$ cat config.mk
export PLATFORM = sky130hd
export DESIGN_NAME = lcrc_32_stream
export DESIGN_NICKNAME = d
export VERILOG_FILES = /design/src/rtl/lcrc_pkg.sv /design/src/rtl/lcrc_32_step.sv /design/src/rtl/lcrc_32_stream.sv
export SDC_FILE = /design/constraint.sdc
export NUM_CORES = 1
export LEC_CHECK = 0
export ABC_AREA = 1
export CAP_MARGIN = 25
export CORE_MARGIN = 2
export CORE_UTILIZATION = 40
export CTS_CLUSTER_DIAMETER = 80
export DETAILED_ROUTE_END_ITERATION = 12
export DONT_BUFFER_PORTS = 1
export PLACE_DENSITY = 0.6
export SLEW_MARGIN = 15
export SYNTH_ARGS = -nofsm -noshare
export SYNTH_HDL_FRONTEND = slang
export SYNTH_SLANG_ARGS = --single-unit
$ cat constraint.sdc
create_clock -name clk -period 1.6 [get_ports clk]
set_input_delay 0.48 -clock clk [delete_from_list [all_inputs] [get_ports clk]]
set_output_delay 0.48 -clock clk [all_outputs]
set_load 0.05 [all_outputs]
$ cat src/rtl/lcrc_pkg.sv
// LCRC-32 shared constants and FSM state type.
// Latency: n/a (definitions only).
// Backpressure: n/a.
package lcrc_pkg;

  localparam logic [31:0] LCRC_POLY = 32'h04C11DB7;
  localparam logic [31:0] LCRC_INIT = 32'hFFFFFFFF;

  typedef enum logic {
    PASS   = 1'b0,
    APPEND = 1'b1
  } state_t;

endpackage

$ cat src/rtl/lcrc_32_step.sv
// One-beat LCRC-32 register update, MSB-first, unrolled bit-serial.
// Latency: combinational.
// Backpressure: none; caller decides when to commit crc_out.
module lcrc_32_step
  import lcrc_pkg::*;
#(
  parameter int DATA_W = 8
) (
  input  logic [31:0]       crc_in,
  input  logic [DATA_W-1:0] data,
  output logic [31:0]       crc_out
);

  logic [31:0] c;

  // Shift each data bit in from the MSB, feeding back the polynomial.
  always_comb begin
    c = crc_in;
    for (int i = DATA_W - 1; i >= 0; i--) begin
      c = {c[30:0], 1'b0} ^ (((c[31] ^ data[i]) == 1'b1) ? LCRC_POLY : 32'h0);
    end
    crc_out = c;
  end

endmodule

$ cat src/rtl/lcrc_32_stream.sv
// Streaming LCRC-32 appender: forwards TLP beats, then appends 32/DATA_W LCRC beats.
// Latency: one cycle input-to-output through a single output register; optional
// LCRC_32_ERR_INJECT_EN adds inject_err. Backpressure: in_ready = slot free in PASS, 0 in APPEND.
module lcrc_32_stream
  import lcrc_pkg::*;
#(
  parameter int DATA_W = 8
) (
  input  logic              clk,
  input  logic              reset_n,
`ifdef LCRC_32_ERR_INJECT_EN
  input  logic              inject_err,
`endif
  input  logic [DATA_W-1:0] in_data,
  input  logic              in_valid,
  input  logic              in_last,
  output logic              in_ready,
  output logic [DATA_W-1:0] out_data,
  output logic              out_valid,
  output logic              out_last,
  input  logic              out_ready,
  output logic              out_is_crc,
  output logic [31:0]       crc_value,
  output logic              busy
);

  localparam int          CRC_BEATS = 32 / DATA_W;
  localparam logic [1:0]  LAST_CNT  = 2'(CRC_BEATS - 1);

  generate
    if (DATA_W != 8 && DATA_W != 16 && DATA_W != 32) begin : g_bad_width
      $error("lcrc_32_stream: DATA_W must be 8, 16 or 32");
    end
  endgenerate

  state_t      state, state_next;
  logic [31:0] crc_reg;
  logic [31:0] crc_step;
  logic [31:0] hold;      // finished LCRC, shifted left as chunks are emitted
  logic [31:0] inj_mask;
  logic [1:0]  count;
  logic        slot_free;
  logic        in_xfer;
  logic        chunk_load;
  logic        chunk_last;

`ifdef LCRC_32_ERR_INJECT_EN
  assign inj_mask = {31'h0, inject_err};
`else
  assign inj_mask = 32'h0;
`endif

  lcrc_32_step #(.DATA_W(DATA_W)) u_step (
    .crc_in  (crc_reg),
    .data    (in_data),
    .crc_out (crc_step)
  );

  // Next-state and handshake decode.
  always_comb begin
    slot_free  = !out_valid || out_ready;
    chunk_last = (count == LAST_CNT);
    in_ready   = 1'b0;
    in_xfer    = 1'b0;
    chunk_load = 1'b0;
    state_next = state;
    case (state)
      PASS: begin
        in_ready = slot_free;
        in_xfer  = in_valid && slot_free;
        if (in_xfer && in_last) state_next = APPEND;
      end
      APPEND: begin
        chunk_load = slot_free;
        if (slot_free && chunk_last) state_next = PASS;
      end
      default: state_next = PASS;
    endcase
  end

  // FSM state register.
  always_ff @(posedge clk or negedge reset_n) begin
    if (!reset_n) state <= PASS;
    else          state <= state_next;
  end

  // Output register, CRC accumulator and LCRC hold/chunk counter.
  always_ff @(posedge clk or negedge reset_n) begin
    if (!reset_n) begin
      out_data   <= '0;
      out_valid  <= 1'b0;
      out_last   <= 1'b0;
      out_is_crc <= 1'b0;
      crc_reg    <= LCRC_INIT;
      hold       <= 32'h0;
      crc_value  <= 32'h0;
      count      <= 2'd0;
    end else if (in_xfer) begin
      out_data   <= in_data;
      out_valid  <= 1'b1;
      out_is_crc <= 1'b0;
      out_last   <= 1'b0;
      crc_reg    <= crc_step;
      if (in_last) begin
        hold      <= ~crc_step ^ inj_mask;
        crc_value <= ~crc_step;
        count     <= 2'd0;
      end
    end else if (chunk_load) begin
      out_data   <= hold[31 -: DATA_W];
      hold       <= hold << DATA_W;
      out_valid  <= 1'b1;
      out_is_crc <= 1'b1;
      out_last   <= chunk_last;
      count      <= count + 2'd1;
      if (chunk_last) begin
        count   <= 2'd0;
        crc_reg <= LCRC_INIT;
      end
    end else if (slot_free) begin
      out_valid  <= 1'b0;
      out_last   <= 1'b0;
      out_is_crc <= 1'b0;
    end
  end

  // Frame-in-progress flag: first accepted beat until the final LCRC chunk leaves.
  always_ff @(posedge clk or negedge reset_n) begin
    if (!reset_n)                                busy <= 1'b0;
    else if (in_xfer)                            busy <= 1'b1;
    else if (out_valid && out_ready && out_last) busy <= 1'b0;
  end

endmodule
### Word-level counts from Yosys, hierarchy flattened

Cells that the tools add are included.

| word-level totals | value |
|---|---|
| output and inout bits | 45 |
| register bits | 111 |
| logic and storage cells | 79 |
| input port bits | 13 |

| operators by class | value |
|---|---|
| multiplexer cells | 34 |
| equality and inequality tests | 2 |
| bitwise operators | 18 |
| add/subtract/negate cells | 1 |
| reduce and logical (&&, ||, !) cells | 14 |

Operators with widths:

| kind | count |
|---|---|
| 27-bit 2-to-1 mux | 8 |
| 32-bit 2-to-1 mux | 6 |
| 32-bit XOR | 6 |
| 32-bit by 27-bit XOR with 32-bit output | 2 |
| 32-bit NOT | 1 |
| 8-bit 2-to-1 mux | 2 |
| 1-bit 2-to-1 mux | 13 |
| 2-bit 2-to-1 mux | 4 |
| 1-bit XOR | 8 |
| 2-bit AND reduction | 3 |
| 2-bit nonzero test | 3 |
| 1-bit logical AND | 5 |
| 3-bit nonzero test | 1 |
| 2-bit by 1-bit adder with 2-bit output, second input constant | 1 |
| 2-bit == test, second input constant | 1 |
| 2-bit inequality test, second input constant | 1 |
| 1-bit case mux with 2 select lines | 1 |
| 1-bit logical NOT | 1 |
| 1-bit logical OR | 1 |
| 1-bit NOT | 1 |

### Longest topological paths before layout

Gate-level depths: netlist of run 1.

| depth | value |
|---|---|
| word-level depth | 27 |
| depth in mapped cells | 13 |
| mapped depth without buffers | 13 |

### Cells and area by module

A second synthesis of run 1 with hierarchy kept.

| second synthesis, totals | value |
|---|---|
| cells, all modules | 775 |
| area, all modules | 6115.9 µm² |

Modules (own cells, without submodules):

| module | cells an instance | times used | sequential area each (µm²) | area an instance (µm²) |
|---|---|---|---|---|
| lcrc_32_stream | 561 | 1 | 2817.7 | 4898.4 |
| lcrc_32_step | 214 | 1 | 0.0 | 1217.4 |

### Worst setup path after synthesis of run 1

No wires, ideal clock.

| path | value |
|---|---|
| kind | register to register |
| start | register out_valid |
| end | register hold[16] |
| data required time | 1.482 ns |
| stages on the path, launching flop included | 11 |
| buffers on the path | 2 |
| slack | -0.100 ns |
| arrival time | 1.582 ns |
| cells stage by stage | dfrtp_1 -> nand2_2 -> nand2_2 -> nor2_4 -> nand2_4 -> nand2_1 -> buf_4 -> buf_4 -> nand2_1 -> a21oi_1 -> nor2_1 |

| between the ends | value |
|---|---|
| cells in the longest elaborated chain, start to end | 6 |

Ends and longest elaborated chain:

| element | RTL line | text |
|---|---|---|
| start, declared | lcrc_32_stream.sv:19 | `output logic out_valid,` |
| start signal, assigned | lcrc_32_stream.sv:91 | `out_valid <= 1'b0;` |
| start signal, assigned | lcrc_32_stream.sv:100 | `out_valid <= 1'b1;` |
| start signal, assigned | lcrc_32_stream.sv:112 | `out_valid <= 1'b1;` |
| 1-bit logical NOT * | lcrc_32_stream.sv:61 | `slot_free = !out_valid \|\| out_ready;` |
| 1-bit logical OR * | lcrc_32_stream.sv:61 |  |
| 1-bit logical AND | lcrc_32_stream.sv:70 | `in_xfer = in_valid && slot_free;` |
| 1-bit 2-to-1 mux | lcrc_32_stream.sv:67 | `case (state)` |
| 2-bit inequality test (no line) or 2-bit nonzero test (tied branches) | -- |  |
| 2-bit AND reduction (no line) | -- |  |
| end signal, assigned | lcrc_32_stream.sv:105 | `hold <= ~crc_step ^ inj_mask;` |
| end signal, assigned | lcrc_32_stream.sv:111 | `hold <= hold << DATA_W;` |
| end, declared | lcrc_32_stream.sv:39 | `logic [31:0] hold;` |

Every way passes the cells marked *; elsewhere a longest branch is shown, timed or not.
A chain may end at the register's enable or synchronous reset.

### Worst setup path in the final report of run 1

| path | value |
|---|---|
| start | register crc_reg[24] |
| end | register hold[12] |

| between the ends | value |
|---|---|
| cells in the longest elaborated chain, start to end | 13 |

Ends and longest elaborated chain:

| element | RTL line | text |
|---|---|---|
| start, declared | lcrc_32_stream.sv:37 | `logic [31:0] crc_reg;` |
| start signal, assigned | lcrc_32_stream.sv:103 | `crc_reg <= crc_step;` |
| 32-bit XOR (6 in a row) | lcrc_32_step.sv:20 | `c = {c[30:0], 1'b0} ^ (((c[31] ^ data[i]) == 1'b1) ? LCRC_POLY : 32'h0);` |
| 32-bit by 27-bit XOR with 32-bit output | lcrc_32_step.sv:20 |  |
| 1-bit XOR | lcrc_32_step.sv:20 |  |
| 27-bit 2-to-1 mux | lcrc_32_step.sv:20 |  |
| 32-bit by 27-bit XOR with 32-bit output | lcrc_32_step.sv:20 |  |
| 32-bit NOT | lcrc_32_stream.sv:105 |  |
| 32-bit 2-to-1 mux | lcrc_32_stream.sv:104 | `if (in_last) begin` |
| 32-bit 2-to-1 mux | lcrc_32_stream.sv:98 | `end else if (in_xfer) begin` |

No other way between the ends. The select of a mux whose other input is x is not followed.

==> results of run 1 <==
synthesized netlist by cell type, drive strengths merged (9+ instances only):
library cell	instances
xnor2	15
nand2	280
o21ai	36
nand3	41
dfrtp	79
a31oi	15
inv	78
dfstp	32
xor2	31
nor2	33
buf	18
a21oi	9
how the worst min path moves through the flow:
stage | end | slack, ps | cells after the start
floorplan | busy | 180 | 0
global placement | out_is_crc | 190 | 0
detailed placement | out_is_crc | 190 | 0
CTS | out_data[7] | -200 | 0
global route | out_valid | -200 | 0
finish | out_is_crc | -190 | 0
worst max-delay path: cells and delay by family, from the launching register on:
kind	cells	cell delay, ps
flops	1	590
simple gates	5	500
buf+inv	2	270
xor+xnor	1	140
compound gates	1	120
through the flow:
stage	utilization	worst slack, ps	area (um^2)	cells
after floorplan	-	8.81	5660	694
after global placement	0.474	-206	6550	943
after detailed placement	0.474	-188	6550	943
after CTS	0.545	-57.3	7530	970
after global routing	0.591	-212	8170	981
final	0.591	-111	8170	981
what timing repair did:
| action | CTS | global route |
|---|---|---|
| pin swaps | 56 | 51 |
| resized for setup | 145 | 121 |
| endpoints found under the setup margin | 80 | 100 |
| cloned | 0 | 1 |
| hold endpoints to repair | 111 | 111 |
| buffers inserted | 13 | 11 |
cell type report:
cell class	count	area [um^2]
Clock buffer	11	243
Clock inverter	4	70.1
Fill cell	1166	5650
Inverter	78	298
Multi-Input combinational cell	482	3400
Sequential cell	111	2820
Tap cell	180	225
Timing Repair Buffer	115	1110
logic make-up after synthesis:
logic type	share of synthesized area
AOI/OAI and AO/OA	0.0849
and+or+nand+nor	0.270
xor gates and xnor gates	0.0712
buffers and inverters	0.0736
adders and majority gates	0.00221
DFF	0.498
metal layers:
layer / vias up / routed length [um] / track usage
met5: - / 0 / 0
met4: 0 / 490 / 0.0833
met3: 32 / 860 / 0.0411
met2: 117 / 8700 / 0.390
met1: 2455 / 7300 / 0.290
li1: 2352 / - / -
==> run_results.csv, run 1 <==
group,metric,value,unit
sta,rsz0062_at_grt,"true",
sta,drv_slew,0,
logic_synthesis,synth_top_area_frac,0.349,
clocking,cts.htree.levels,3,
finish,drive_above_1_share,0.479,
worst_setup_path,critPathKind,"flip-flop to flip-flop",
worst_setup_path,r2r_setup_slack,-110,ps
drt,antenna_left,0,
worst_setup_path,worstPathArrival,2010,ps
worst_setup_path,crit_required,1900,ps
drt,drt_iter0_markers,309,
floorplan,coreArea,13800,um^2
floorplan,top_level_ports,58,
global_routing,grt_overflow_total,0,
worst_setup_path,crit_path_max_incr_delay,590,ps
logic_synthesis,synth_cells,694,
floorplan,core.rowCount,43,
job,cap_violations,0,
worst_hold_path,hold_path_class,"input pin to async pin",
drt,drt_first_pass_iters,4,
logic_synthesis,synth_edf_count,0,
sta,hold_slack,-192,ps
sta,slew_headroom,0.655,
sta,setup_slack,-111,ps
floorplan,start_util,0.409,
logic_synthesis,yosys_warnings,0,
worst_setup_path,cp_slowest_cell,"dfstp_2",
finish,antenna_cells,0,
drt,drc,0,
logic_synthesis,synthFlopType,"dfrtp_1",
placed_design,dp_hpwl,11300,um
sta,worstMarginPinSlew,518,ps
clocking,clkSinkCount,111,
worst_setup_path,crit_chain,"xnor2_2, buf_4, nand2_1, nand2_4, buf_6, nand3_1, nand3_2, nand3_2, a21oi_2",
worst_setup_path,worstPathMaxFanout,5,
logic_synthesis,synth_top_area_cell,"dfrtp_1",
global_routing,grt_use_total,0.229,
sta,fmax,0.584,GHz
finish,nets,811,
logic_synthesis,ys_ff_latch,111,
logic_synthesis,syn_area_per_cell,8.15,um^2
outcome,violations,"negative hold slack, negative setup slack",
sta,fin_setup_tns,-3550,ps
worst_setup_path,end_kind,"flip-flop",
clocking,cts-root-buf,"clkbuf_16",
sta,finalHoldViolCount,95,
sta,setup_viol_count_final,70,
clocking,clk-insertion-delay-late,360,ps
drt,via_per_inst,5.05,
global_routing,grt_pass1_wl,26200,um
worst_setup_path,worstRegToRegCells,9,
logic_synthesis,synth_nets,708,
floorplan,fp.dieH,123,um
worst_setup_path,cp-start-kind,"flip-flop",
logic_synthesis,netlist_area,5660,um^2
finish,final_common_cell,"nand2_1",
clocking,cts_buffer_depth,2,
worst_setup_path,cp-endpoint,"hold[12]",
logic_synthesis,ys_seq_area_frac,0.498,
outcome,status,"complete, but fails checks",
global_routing,grt_max_degree,112,
logic_synthesis,ys_types,34,
logic_synthesis,synth.area.top_cells,"dfrtp_1, nand2_1, dfstp_2",
drt,routed-via-count,4956,
logic_synthesis,async_reset_ff_frac,1.00,
clocking,clk_pin_slew,70,ps
global_routing,antenna_found_initial,0,
sta,period_needed,1710,ps
floorplan,die_w,123,um
placed_design,place.gp.congestion,0.868,
finish,syn_to_final_growth,44.4,%
clocking,cts-buffers-inserted,9,
placed_design,port_buffers,0,
sta,skew,8.34,ps
worst_setup_path,r2r_start,"crc_reg[24]",
drt,avgRoutedWirePerCell,17.7,um
clocking,cts_tree,"done",
sta,fin_crit_sh,1.07,
global_routing,grt_pass1_vias,5207,
worst_setup_path,reg2reg_to,"hold[12]",
finish,most-common-layout-cells,"nand2_1, nand2_2, dfrtp_1, buf_4, inv_1",
floorplan,die-area,15100,um^2
worst_setup_path,cp_common_cell,"nand3_2",
worst_setup_path,crit_path_start,"crc_reg[24]",
drt,wl,17400,um
Power of run 1 is not shown: default switching activity piles up to over one toggle a cycle in this logic, so the estimate is an artifact.
==> inputs of run 2 (changes only) <==
--- a/config.mk
+++ b/config.mk
@@ -10,3 +10,3 @@
 export CORE_MARGIN = 2
-export CORE_UTILIZATION = 40
+export CORE_UTILIZATION = 52
 export CTS_CLUSTER_DIAMETER = 80
@@ -14,3 +14,3 @@
 export DONT_BUFFER_PORTS = 1
-export PLACE_DENSITY = 0.6
+export PLACE_DENSITY = 0.74
 export SLEW_MARGIN = 15
--- a/constraint.sdc
+++ b/constraint.sdc
@@ -3,2 +3,2 @@
 set_output_delay 0.48 -clock clk [all_outputs]
-set_load 0.05 [all_outputs]
+set_load 0.005 [all_outputs]
==> run 2 against run 1 <==
- the run still ends with negative hold slack, negative setup slack left
- non-clock buffer count shrank 1
- final area grew 2.8%
- utilization grew 19 points
- global-route usage grew 8.2 points
- die area shrank 22%
- count of clock-buffer cells in the layout grew 2
- clock skew grew 18 ps
- routed wire length grew 37%
- maximum frequency shrank 10%
- final cell count shrank 4.0%
- register-to-register slack lost 200 ps
- highest routed layer unchanged
==> run_results.csv, run 2 (synthesized netlist as in run 1, its figures left out) <==
group,metric,value,unit
outcome,status,"complete, but fails checks",
outcome,violations,"negative hold slack, negative setup slack",
finish,most-common-layout-cells,"nand2_1, buf_4, dfrtp_1, nand2_2, inv_1",
worst_setup_path,worstRegToRegCells,9,
floorplan,die-area,11700,um^2
worst_hold_path,hold_path_class,"input pin to async pin",
clocking,cts_buffer_depth,2,
sta,slew_headroom,0.781,
drt,wl,23800,um
worst_setup_path,worst-path-buf-inv,1,
clocking,clk_pin_slew,120,ps
worst_setup_path,end_kind,"flip-flop",
sta,setup_viol_count_final,84,
global_routing,grt_pass1_wl,27300,um
pwr,internal_power,11.1,mW
global_routing,grt_use_total,0.311,
worst_setup_path,worstPathMaxFanout,6,
pwr,swShare,0.489,
worst_setup_path,cp_slowest_cell,"dfstp_2",
global_routing,antenna_found_initial,0,
finish,final_common_cell,"nand2_1",
finish,nets,810,
finish,syn_to_final_growth,48.4,%
global_routing,grt_pass1_vias,5404,
pwr,seqPwrFrac,0.261,
drt,wl_met1,7600,um
sta,hold_slack,-256,ps
floorplan,die_w,108,um
worst_setup_path,critPathKind,"flip-flop to flip-flop",
worst_setup_path,r2r_start,"crc_reg[24]",
sta,setup_slack,-311,ps
sta,fin_crit_sh,1.19,
floorplan,core.rowCount,38,
worst_setup_path,cp-start-kind,"flip-flop",
placed_design,pre_cts_slack,-179,ps
placed_design,place.gp.congestion,0.973,
worst_setup_path,cp_common_cell,"nand2_1",
sta,drv_slew,0,
drt,avgRoutedWirePerCell,25.3,um
job,cap_violations,0,
clocking,clkSinkCount,111,
pwr,combPwrFrac,0.661,
clocking,cts-root-buf,"clkbuf_8",
sta,finalHoldViolCount,97,
floorplan,top_level_ports,58,
drt,via_per_inst,6.32,
placed_design,port_buffers,0,
worst_setup_path,crit_required,1950,ps
floorplan,fp.dieH,108,um
global_routing,grt_overflow_total,0,
pwr,vdd_drop_max,0.00116,V
clocking,cts_tree,"done",
drt,antenna_left,0,
drt,routed-via-count,5950,
pwr,power.share.clock,0.078,
sta,fmax,0.523,GHz
clocking,cts.htree.levels,3,
sta,worstMarginPinSlew,329,ps
clocking,clk-insertion-delay-late,410,ps
finish,drive_above_1_share,0.502,
sta,skew,26.2,ps
drt,wl_met3,2810,um
pwr,power.switching,10.6,mW
drt,drt_first_pass_iters,8,
drt,met2WireLength,11100,um
drt,drt_iter0_markers,725,
drt,drc,0,
pwr,power-per-cell-area,2580,nW/um^2
pwr,power,21.7,mW
worst_setup_path,crit_path_max_incr_delay,620,ps
placed_design,dp_hpwl,10600,um
global_routing,grt_max_degree,112,
worst_setup_path,crit_family,"simple AND/OR/NAND/NOR gates",
floorplan,start_util,0.527,
worst_setup_path,worstPathArrival,2260,ps
worst_setup_path,crit_chain,"xnor2_2, nand2_1, nand2_4, nand2_2, nand2_2, xor2_2, nand2_1, nand2_1, inv_1",
sta,period_needed,1910,ps
sta,rsz0062_at_grt,"true",
worst_setup_path,r2r_setup_slack,-310,ps
floorplan,coreArea,10700,um^2
pwr,power.leakage,4.02,nW
clocking,cts-buffers-inserted,9,
worst_setup_path,reg2reg_to,"crc_reg[5]",
drt,top_layer,"met4",
## run 2: changes by cell type in the layout (fill, tap and decap cells not counted), moves of 6 or more
cell       delta
nand3_4      +11
nand3_2       -7
xnor2_4       +6
buf_6         -8
clkbuf_16     -8
nand2_4      +18
clkbuf_8     +10
nand2_2      -16
## run 2: power by group through the flow
| stage | Sequential [mW] | Combinational, mW | Clock (mW) |
|---|---|---|---|
| 3_3_place_gp | 5.29 | 7.57 | 0 |
| 5_1_grt | 5.76 | 14.8 | 1.81 |
| 4_1_cts | 5.36 | 9.75 | 1.62 |
| 6_report | 5.65 | 14.3 | 1.70 |
| 2_1_floorplan | 5.08 | 5.06 | 0 |
| 3_5_place_dp | 5.36 | 7.80 | 0 |
## run 2: worst max-delay path by stage
| stage | start | end | slack (ps) | depth (start not counted) |
|---|---|---|---|---|
| detailed placement | crc_reg[27] | hold[4] | -180 | 10 |
| finish | crc_reg[24] | crc_reg[5] | -310 | 9 |
| global route | crc_reg[31] | crc_reg[5] | -340 | 12 |
| global placement | in_data[5] | hold[6] | -150 | 9 |
| floorplan | out_ready | hold[16] | 70 | 11 |
| CTS | crc_reg[28] | hold[30] | -50 | 7 |
## run 2: final cells by class
class / instances / area (um^2)
diodes: 1 / 2.50
fillers: 562 / 2350
clock inverters: 3 / 17.5
multi-input cells: 482 / 3770
repair buffers: 114 / 1140
well taps: 140 / 175
flip-flops and latches: 111 / 2820
clock buffers: 13 / 159
inverters: 78 / 310
## run 2: metal layers
metal	track usage	vias to the layer above
met5	0	-
li1	-	2359
met1	0.358	2835
met3	0.0983	220
met2	0.507	536
met4	0.187	0
## run 2: what timing repair did
action	in CTS	in global routing
setup buffers	10	22
pin swaps	54	62
endpoints found under the setup margin	81	91
hold endpoints to repair	111	111
cloned	2	2
resized for setup	136	198
## run 2: through the flow
stage | cell area (um^2) | cells | setup TNS (ps) | util
2_1_floorplan | 5660 | 694 | 0 | -
3_3_place_gp | 6390 | 890 | -2680 | 0.595
5_1_grt | 8400 | 941 | -16540 | 0.781
4_1_cts | 7270 | 918 | -1160 | 0.677
6_report | 8400 | 942 | -12970 | 0.782
3_5_place_dp | 6390 | 890 | -5840 | 0.595
Note: power is estimated with default switching activity, not from simulation.
==> inputs of run 3 (changes only) <==
PLACE_DENSITY = 0.71   (was 0.74)
clock period = 2.5 ns   (was 1.6 ns; I/O delays follow)
==> run 3 against run 2 <==
- the run now ends clean
- count of clock-buffer cells in the layout is 4 lower
- total power shrank 59%
- register-to-register slack gained 800 ps
- routed wire length shrank 39%
- clock power decreased by 29%
==> run_results.csv, run 3 (synthesized netlist as in run 1, its figures left out) <==
group,metric,value,unit
clocking,cts_buffer_depth,2,
finish,final_common_cell,"nand2_1",
drt,drt_iter0_markers,300,
pwr,power.switching,3.97,mW
placed_design,port_buffers,0,
drt,antenna_left,0,
floorplan,top_level_ports,58,
finish,nets,706,
floorplan,coreArea,10700,um^2
pwr,combPwrFrac,0.478,
worst_setup_path,crit_path_max_incr_delay,560,ps
floorplan,die_w,108,um
placed_design,place.gp.congestion,0.952,
worst_setup_path,crit_family,"simple AND/OR/NAND/NOR gates",
floorplan,core.rowCount,38,
sta,rsz0062_at_grt,"false",
worst_setup_path,cp-start-kind,"flip-flop",
worst_setup_path,crit_chain,"inv_2, nand2_1, nand2_4, nand2_1, nand2_1, buf_4, nand2_4, nand2_4, nand2_1, nand3_2, o21ai_1, inv_1",
sta,slew_headroom,0.545,
drt,wl,14400,um
outcome,status,"completed",
finish,antenna_cells,0,
sta,finalHoldViolCount,0,
drt,drt_first_pass_iters,5,
sta,fin_setup_tns,0,ps
clocking,cts_hold_buf,0,
pwr,power-per-cell-area,1460,nW/um^2
sta,fmax,0.496,GHz
sta,period_needed,2010,ps
pwr,internal_power,4.83,mW
finish,drive_above_1_share,0.149,
worst_setup_path,worst-path-buf-inv,3,
clocking,cts_tree,"done",
clocking,cts-root-buf,"clkbuf_8",
clocking,cts.htree.levels,3,
worst_setup_path,worstPathArrival,2330,ps
drt,drc,0,
clocking,cts-buffers-inserted,9,
floorplan,start_util,0.527,
drt,avgRoutedWirePerCell,17.3,um
global_routing,grt_pass1_vias,4489,
drt,routed-via-count,4515,
global_routing,grt_use_total,0.264,
finish,syn_to_final_growth,6.30,%
worst_setup_path,crit_required,2820,ps
sta,fin_crit_sh,0.806,
placed_design,postPlaceCellArea,5800,um^2
pwr,power.share.clock,0.137,
finish,most-common-layout-cells,"nand2_1, dfrtp_1, inv_1, nand3_1, dfstp_2",
job,cap_violations,0,
clocking,post_cts_resized,0,
global_routing,grt_max_degree,112,
pwr,power.leakage,3.06,nW
worst_setup_path,critPathKind,"flip-flop to flip-flop",
worst_hold_path,hold_path_class,"input pin to async pin",
worst_setup_path,worstPathMaxFanout,9,
pwr,swShare,0.451,
clocking,clk-insertion-delay-late,390,ps
clocking,clkSinkCount,111,
floorplan,fp.dieH,108,um
sta,setup_viol_count_final,0,
worst_setup_path,end_kind,"flip-flop",
pwr,vdd_drop_max,0.000446,V
clocking,clk_pin_slew,110,ps
finish,fin_area,6020,um^2
floorplan,die-area,11700,um^2
sta,drv_slew,0,
global_routing,grt_pass1_wl,23500,um
global_routing,antenna_found_initial,0,
worst_setup_path,cp_common_cell,"nand2_1",
drt,via_per_inst,5.40,
placed_design,dp_hpwl,9980,um
worst_setup_path,cp_slowest_cell,"dfstp_2",
sta,worstMarginPinSlew,680,ps
sta,skew,17.4,ps
pwr,seqPwrFrac,0.385,
clocking,post_cts_buffers,0,
global_routing,grt_overflow_total,0,
==> run 3: cell types whose count changed in the layout (fill, tap and decap cells not counted), moves of 15 or more <==
cell	change
nand3_2	-17
nand2_2	-42
nand2_4	-41
buf_6	-17
xor2_1	+21
buf_4	-72
nand3_1	+30
nand2_1	+89
xnor2_1	+15
==> run 3: through the flow <==
stage | utilization | instances | hold slack [ps] | setup WS [ps] | power, mW
after global placement | 0.540 | 821 | 457 | 302 | 7.46
after global routing | 0.560 | 836 | 5.60 | 309 | 9.53
after detailed placement | 0.540 | 821 | 457 | 263 | 7.58
after CTS | 0.560 | 836 | 22.0 | 495 | 8.80
after floorplan | - | 694 | 449 | 701 | 6.49
final | 0.560 | 836 | 39.4 | 485 | 8.80
==> run 3: final timing paths <==
| kind | from | endpoint | slack (ps) | cells past startpoint |
|---|---|---|---|---|
| setup / recovery | crc_reg[30] | crc_reg[11] | 490 | 12 |
| setup reg to reg | crc_reg[30] | crc_reg[11] | 490 | 12 |
| min in group clk | in_data[0] | out_data[0] | 490 | 2 |
| max in group asynchronous | reset_n | crc_reg[11] | 2220 | 0 |
| hold / removal | reset_n | out_is_crc | 40 | 0 |
| hold reg to reg | state | state | 510 | 2 |
==> run 3: cell type report <==
| cell class | count | area (um^2) |
|---|---|---|
| fill | 999 | 4730 |
| sequential | 111 | 2820 |
| multi-input combinational | 482 | 2420 |
| inverter | 78 | 293 |
| tap | 140 | 175 |
| clock buffer | 9 | 124 |
| clock inverter | 6 | 93.8 |
| timing repair buffer | 10 | 87.6 |
==> run 3: layer usage <==
| layer | vias to the layer above | track usage | wire [um] | share of wire |
|---|---|---|---|---|
| li1 | 2162 | - | - | - |
| met1 | 2169 | 0.371 | 6350 | 0.44 |
| met2 | 164 | 0.415 | 6760 | 0.47 |
| met3 | 20 | 0.0500 | 1060 | 0.073 |
| met4 | 0 | 0.0861 | 253 | 0.018 |
| met5 | - | 0 | 0 | 0 |
==> run 3: power by group through the flow <==
stage / sequential, mW / combinational [mW] / clock (mW)
global route: 3.49 / 4.74 / 1.30
CTS: 3.39 / 4.19 / 1.22
floorplan: 3.25 / 3.24 / 0
global placement: 3.38 / 4.08 / 0
detailed placement: 3.42 / 4.16 / 0
finish: 3.38 / 4.21 / 1.21
